### src/rtl/w_stage_grf.sv
// w_stage_grf: MIPS write-back stage with M/W register, sub-word load extension and a bypassed 32x32 register file
module w_stage_grf #(
  parameter logic [31:0] RESET_PC = 32'h0000_3000,
  parameter int REG_NUM = 32
) (
  input  logic        clk,
  input  logic        reset_n,
  input  logic [31:0] instr_M,
  input  logic [31:0] pc_M,
  input  logic [31:0] alu_M,
  input  logic [31:0] dm_M,
  output logic [5:0]  op_W,
  output logic [5:0]  fun_W,
  input  logic        GRFwe,
  input  logic [1:0]  WAop,
  input  logic [1:0]  WDop,
  input  logic [4:0]  ra1_D,
  input  logic [4:0]  ra2_D,
  output logic [31:0] rd1_D,
  output logic [31:0] rd2_D,
  output logic [4:0]  wa_W,
  output logic [31:0] wd_W,
  output logic        we_W,
  output logic [31:0] pc_W
);
  logic [5:0]  op_q, fun_q;
  logic [4:0]  rt_q, rd_q, wa;
  logic [31:0] pc_q, alu_q, dm_q, ld;
  logic [31:0] rf_q [REG_NUM];
  logic [15:0] hw;
  logic [7:0]  by;
  always_ff @(posedge clk or negedge reset_n)
    if (!reset_n) begin
      op_q  <= '0;
      fun_q <= '0;
      rt_q  <= '0;
      rd_q  <= '0;
      pc_q  <= RESET_PC;
      alu_q <= '0;
      dm_q  <= '0;
      for (int i = 0; i < REG_NUM; i++) rf_q[i] <= '0;
    end else begin
      op_q  <= instr_M[31:26];
      fun_q <= instr_M[5:0];
      rt_q  <= instr_M[20:16];
      rd_q  <= instr_M[15:11];
      pc_q  <= pc_M;
      alu_q <= alu_M;
      dm_q  <= dm_M;
      if (we_W) rf_q[wa_W] <= wd_W;
    end
  assign op_W  = op_q;
  assign fun_W = fun_q;
  assign pc_W  = pc_q;
  assign by = 8'(dm_q >> {alu_q[1:0], 3'b000});
  assign hw = alu_q[1] ? dm_q[31:16] : dm_q[15:0];
  always_comb
    ld = op_q == 6'b100000 ? {{24{by[7]}}, by} :
         op_q == 6'b100100 ? {24'h0, by} :
         op_q == 6'b100001 ? {{16{hw[15]}}, hw} :
         op_q == 6'b100101 ? {16'h0, hw} : dm_q;
  assign wa    = WAop == 2'd0 ? rd_q : WAop == 2'd1 ? rt_q : WAop == 2'd2 ? 5'd31 : 5'd0;
  assign we_W  = GRFwe && wa != 5'd0;
  assign wa_W  = we_W ? wa : 5'd0;
  assign wd_W  = WDop == 2'd0 ? alu_q : WDop == 2'd1 ? ld : WDop == 2'd2 ? pc_q + 32'd8 : 32'h0;
  assign rd1_D = ra1_D == 5'd0 ? 32'h0 : (we_W && ra1_D == wa_W) ? wd_W : rf_q[ra1_D];
  assign rd2_D = ra2_D == 5'd0 ? 32'h0 : (we_W && ra2_D == wa_W) ? wd_W : rf_q[ra2_D];
endmodule

### config.mk
export PLATFORM = sky130hd
export DESIGN_NAME = w_stage_grf
export DESIGN_NICKNAME = d
export VERILOG_FILES = /design/src/rtl/w_stage_grf.sv
export SDC_FILE = /design/constraint.sdc
export NUM_CORES = 2
export LEC_CHECK = 0
export ABC_CLOCK_PERIOD_IN_PS = 3300
export CORE_MARGIN = 10
export CORE_UTILIZATION = 37
export DETAILED_ROUTE_END_ITERATION = 6
export GPL_TIMING_DRIVEN = 0
export HOLD_SLACK_MARGIN = 0.06
export PLACE_DENSITY = 0.49
export SKIP_LAST_GASP = 1
export SYNTH_ARGS = -nofsm -noshare
export SYNTH_HDL_FRONTEND = slang
export SYNTH_SLANG_ARGS = --single-unit
### constraint.sdc
create_clock -name clk -period 3.3 [get_ports clk]
set_clock_uncertainty 0.2 [all_clocks]
set_input_delay 0.33 -clock clk [delete_from_list [all_inputs] [get_ports clk]]
set_output_delay 0.33 -clock clk [all_outputs]
set_load 0.03 [all_outputs]
# ---- Yosys cells after proc, flatten, opt, wreduce, memory -nomap -nowiden
# Index checks and enable logic that the tools add are counted.
dict set report totals {
  output_inout_bits 146
  regBits 1142
  word_cells 92
}
dict set report classes {
  addsub 1
  bitwise_logic 3
  shifts 1
  n_mux 25
  n_lt_le_gt_ge 4
  reduce_logical 9
  n_eq_ne 10
}
# op count
set op_table {}
lappend op_table {{bitwise mux 1024 bit} 1}
lappend op_table {{2-to-1 mux 32 bit} 16}
lappend op_table {{binary-select mux 32 bit (select 5 bit)} 2}
lappend op_table {{demux 32 bit (select 5 bit)} 1}
lappend op_table {{adder 32 x 4 -> 32 bit (second input constant)} 1}
lappend op_table {{right shift 32 x 5 -> 8 bit} 1}
lappend op_table {{equality test 6 bit (second input constant)} 4}
lappend op_table {{2-to-1 mux 5 bit} 4}
lappend op_table {{greater-or-equal comparator 6 bit (second input constant)} 3}
lappend op_table {{inverter 5 -> 6 bit} 3}
lappend op_table {{2-to-1 mux 16 bit} 1}
lappend op_table {{equality test 5 bit} 2}
lappend op_table {{logical NOT 5 bit} 2}
lappend op_table {{less-than comparator 6 x 1 -> 1 bit (second input constant)} 1}
lappend op_table {{nonzero test 5 bit} 1}
lappend op_table {{equality test 2 x 1 -> 1 bit (second input constant)} 2}
lappend op_table {{equality test 2 bit (second input constant)} 2}
lappend op_table {{logical AND 1 bit} 4}
lappend op_table {{logical NOT 2 bit} 2}

# ---- Longest topological paths before layout
dict set report logic_depth {
  word_depth 13
  depth_mapped 11
  depth_no_buf 8
}

# ---- Worst setup path before layout
# No wires, ideal clock.
dict set report synth_path {
  path_type {flip-flop to output port}
  startpoint {register op_q[4] (netlist: op_W[4])}
  endpoint {output rd2_D[20]}
  path_buffers 1
  stages_incl_launch_ff 8
  required_ns 2.770
  path_slack_ns -0.125
  arrival_time_ns 2.895
  path_cell_list {dfrtp_1 -> or4b_4 -> a211oi_4 -> a21oi_1 -> a21boi_0 -> a211o_1 -> buf_2 -> a211oi_1}
}
dict set report synth_via {
  elab_chain_len 9
  word_cells_on_any_way 12
  cone_classes {4 x eq/ne; 8 x mux}
}
# item line_no
set synth_lines {}
lappend synth_lines {{from (decl)} 26} ;# logic [5:0] op_q, fun_q;
lappend synth_lines {{from (signal assigned)} 43} ;# op_q <= instr_M[31:26];
lappend synth_lines {{equality test 6 bit} 61} ;# op_q == 6'b100101 ? {16'h0, hw} : dm_q;
lappend synth_lines {{2-to-1 mux 32 bit} 61}
lappend synth_lines {{2-to-1 mux 32 bit} 60} ;# op_q == 6'b100001 ? {{16{hw[15]}}, hw} :
lappend synth_lines {{2-to-1 mux 32 bit} 59} ;# op_q == 6'b100100 ? {24'h0, by} :
lappend synth_lines {{2-to-1 mux 32 bit (*)} 58} ;# ld = op_q == 6'b100000 ? {{24{by[7]}}, by} :
lappend synth_lines {{2-to-1 mux 32 bit (*) (2 in series)} 65} ;# assign wd_W = WDop == 2'd0 ? alu_q : WDop == 2'd1 ? ld : WDop == 2'd2 ? pc_q + 32'd8 : 32'h0;
lappend synth_lines {{2-to-1 mux 32 bit (*) (2 in series)} 67} ;# assign rd2_D = ra2_D == 5'd0 ? 32'h0 : (we_W && ra2_D == wa_W) ? wd_W : rf_q[ra2_D];
lappend synth_lines {{to (decl)} 20} ;# output logic [31:0] rd2_D,
# Every way passes the cells marked *; elsewhere a longest branch is shown, timed or not.

# ---- Worst setup path after layout
dict set report layout_path {
  startpoint {input ra1_D[2]}
  endpoint {output rd1_D[15]}
}
dict set report layout_via {
  elab_chain_len 6
  word_cells_on_any_way 9
  cone_classes {1 x eq/ne; 5 x mux; 1 x bitwise; 2 x reduce/logical}
}
# item line_no
set layout_lines {}
lappend layout_lines {{from (decl)} 17} ;# input logic [4:0] ra1_D,
lappend layout_lines {{inverter 5 -> 6 bit (not written as such)} 66} ;# assign rd1_D = ra1_D == 5'd0 ? 32'h0 : (we_W && ra1_D == wa_W) ? wd_W : rf_q[ra1_D];
lappend layout_lines {{binary-select mux 32 bit (select 5 bit)} 66}
lappend layout_lines {{2-to-1 mux 32 bit (not written as such) (2 in series)} 66}
lappend layout_lines {{2-to-1 mux 32 bit} 66}
lappend layout_lines {{2-to-1 mux 32 bit (*)} 66}
lappend layout_lines {{to (decl)} 19} ;# output logic [31:0] rd1_D,
# Every way passes the cells marked *; elsewhere a longest branch is shown, timed or not. The select of a mux whose other input is x is not followed.

==> metrics.yaml <==
outcome: "complete, but fails checks"
violations: "setup timing"
slowest_stage: "mux2i_1"
finalSetupViolations: 134
antenna_found_initial: 37
row_count: 146
grt_pass1_vias: 54300
min_period_over_period: 1.28
initial_core_util: 0.373
drc: 0
critPathMaxStageDelay_ns: 0.51
grt_use_total: 0.435
clock-sinks: 1142
vias: 57200
critical_path_class: "in2out"
cts-buffers-inserted: 140
syn_area_sq_mm: 0.0591
dr.pass1.iters: 7
cp.arrival_ns: 3.69
synth_ff_type: "dfrtp_1"
syn2layout_area_growth_pct: 32.6
finalWirelength_microns: 390000
setup_ws_ns: -0.917
synth_edf_count: 0
power_mw: 47.1
viasPerCell: 6.59
max_freq_mhz: 237
whs_ns: 0.237
synthesis.nets: 5815
ir_drop_mv: 0.610
die_x_microns: 420
synth-seq-cells: 1142
crit_path_end_kind: "output pin"
grt_pass1_wl_microns: 512000
power.leakage_nw: 33.7
grt_overflow: 0
slew_viol_final: 0
finalCriticalPeriod_ns: 4.22
die_area_sq_mm: 0.176
boundaryPins: 291
hpwl_microns: 278000
hold_class: "in2reg"
crit_top_cell: "buf_4"
gp_congestion: 1.07
worst_pin_slew_ns: 1.35
rsz0062_at_grt: "yes"
ys_types: 87
yosysSeqAreaShare: 0.484
syn-instance-count: 5669
slew_headroom: 0.0983
fillers: 14700
clkLatencyLatePin_ns: 0.81
cts_tree: "built"
fin_setup_tns_ns: -62.73
path_clk_slew_ns: 0.06
grt_start_max_net_pins: 172
drv_cap: 0
drt_iter0_markers: 9603
synth_warnings: 0
nNetsFinal: 6636
cts_max_path_buffers: 3
cp.required_ns: 2.77
power_density_mw_per_mm2: 601
cp_max_fo: 10
core_sq_mm: 0.159
critPathLaunchType: "input pin"
root_buffer: "clkbuf_16"
ant_nets: 0
syn_avg_cell_area_sq_um: 10.4
port_buffers: 274
hold_viol: 0
crit_chain: "buf_2 -> buf_4 -> clkbuf_2 -> buf_4 -> mux2i_1 -> a22oi_1 -> nand3_1 -> o311ai_0 -> nor3_1 -> a211oi_4 -> buf_6"
dieHeight_microns: 420
final_core_util: 0.494
htreeDepth: 4
wl_per_cell_microns: 45.0
final_layout_size_suffix_gt1_frac: 0.278
synthArstFlopShare: 1.00
[Yosys cell counts, drive strengths merged, types with 11 or more instances]
cell / n / area [sq um]
nand3: 76 / 380
nand2b: 22 / 138
nand2: 1208 / 4530
xnor2: 11 / 96.3
nor3: 39 / 205
nor2: 146 / 551
o22ai: 76 / 475
mux2: 33 / 372
dfrtp: 1140 / 28500
a211oi: 69 / 536
o221ai: 11 / 96.3
buf: 164 / 871
and2: 20 / 125
mux4: 367 / 8270
clkbuf: 397 / 1500
a21oi: 147 / 751
a22oi: 127 / 953
nor2b: 26 / 163
o21ai: 935 / 4780
inv: 47 / 176
nand4: 36 / 240
or4: 14 / 113
mux2i: 362 / 3620
o211ai: 35 / 263
nor4: 19 / 125
[layer usage]
layer	up-vias	GRT usage	share of wire
met5	-	0.00328	0.00048
met4	22	0.287	0.082
met3	1094	0.224	0.15
met2	4342	0.584	0.40
met1	29600	0.539	0.37
li1	22100	-	-
[area by class of cell]
| cell class | instances | area (sq um) | area share |
|---|---|---|---|
| timing repair buffer | 713 | 7640 | 0.0975 |
| buffer | 527 | 3830 | 0.0488 |
| multi-input combinational | 3916 | 30700 | 0.392 |
| sequential | 1142 | 28600 | 0.365 |
| antenna | 15 | 37.5 | 0.000479 |
| inverter | 50 | 265 | 0.00338 |
| clock buffer | 205 | 4120 | 0.0526 |
| tap | 2072 | 2590 | 0.0331 |
| clock inverter | 41 | 606 | 0.00772 |
[layout by cell type, fill, tap and decap left out, types with 124 or more instances in the layout]
| cell type | synthesis | layout |
|---|---|---|
| dfrtp_1 | 1140 | 1123 |
| o21ai_0 | 895 | 880 |
| clkdlybuf4s50_1 | 0 | 171 |
| clkbuf_16 | 0 | 155 |
| clkbuf_1 | 393 | 200 |
| buf_4 | 13 | 248 |
| buf_6 | 7 | 179 |
| nand2_1 | 1208 | 1172 |
| mux4_2 | 367 | 367 |
| nor2_1 | 145 | 124 |
| mux2i_1 | 362 | 337 |
[timing repair]
item | 4_1_cts | 5_1_grt
hold buffers | 121 | 0
buffers inserted | 198 | 106
hold endpoints to repair | 294 | 0
setup endpoints to repair | 1073 | 718
pin swaps | 123 | 113
resized for setup | 1676 | 432
cloned | 5 | 2
[cells by family after synthesis]
family                   after synthesis  synth area share
flip-flops                          1142             0.484
XOR/XNOR                              17           0.00252
multiplexers                         762             0.207
buffers and inverters                611            0.0432
AO/OA/AOI/OAI                       1483             0.146
adder cells (fa/ha/maj)                1          0.000212
AND/OR/NAND/NOR                     1653             0.117
[critical path, delay by kind of cell]
family | cells | cell delay (ns)
buffers and inverters | 5 | 1.82
multiplexers | 1 | 0.51
AO/OA/AOI/OAI | 3 | 0.49
AND/OR/NAND/NOR | 2 | 0.46
[path summary, 6_finish.rpt]
path                                 start    endpoint  slack, ns  cells after the start
worst max-delay path              ra1_D[2]   rd1_D[15]      -0.92                     11
max in group asynchronous          reset_n   rf_q[935]       0.34                      5
min in group asynchronous          reset_n   rf_q[251]       0.44                      3
worst max register to register     rd_q[4]   rf_q[411]      -0.12                      8
worst min register to register  rf_q[1017]  rf_q[1017]       0.28                      1
worst min-delay path                 GRFwe   rf_q[566]       0.24                      6
[where the power goes]
| group | internal [mW] | total [mW] | switching, mW |
|---|---|---|---|
| combinational | 4.72 | 12.1 | 7.34 |
| clock | 9.74 | 16.5 | 6.76 |
| sequential | 16.4 | 18.5 | 2.20 |
| total | 30.8 | 47.1 | 16.3 |
[state kept, by name, indices dropped and copies added (netlist names)]
| register | flops |
|---|---|
| alu_q | 32 |
| dm_q | 32 |
| fun_W | 6 |
| op_W | 6 |
| pc_W | 32 |
| rd_q | 5 |
| rf_q | 1024 |
| rt_q | 5 |
[metrics by stage]
| stage | worst slack (ns) | area [sq um] | instances |
|---|---|---|---|
| after floorplan | 0.0237 | 59100 | 5669 |
| after global placement | -53.52 | 64500 | 8015 |
| after detailed placement | -3.86 | 65100 | 8039 |
| after CTS | -0.846 | 76700 | 8588 |
| after global routing | -0.826 | 78400 | 8666 |
| final | -0.917 | 78400 | 8681 |
(Power assumes the default switching activity.)
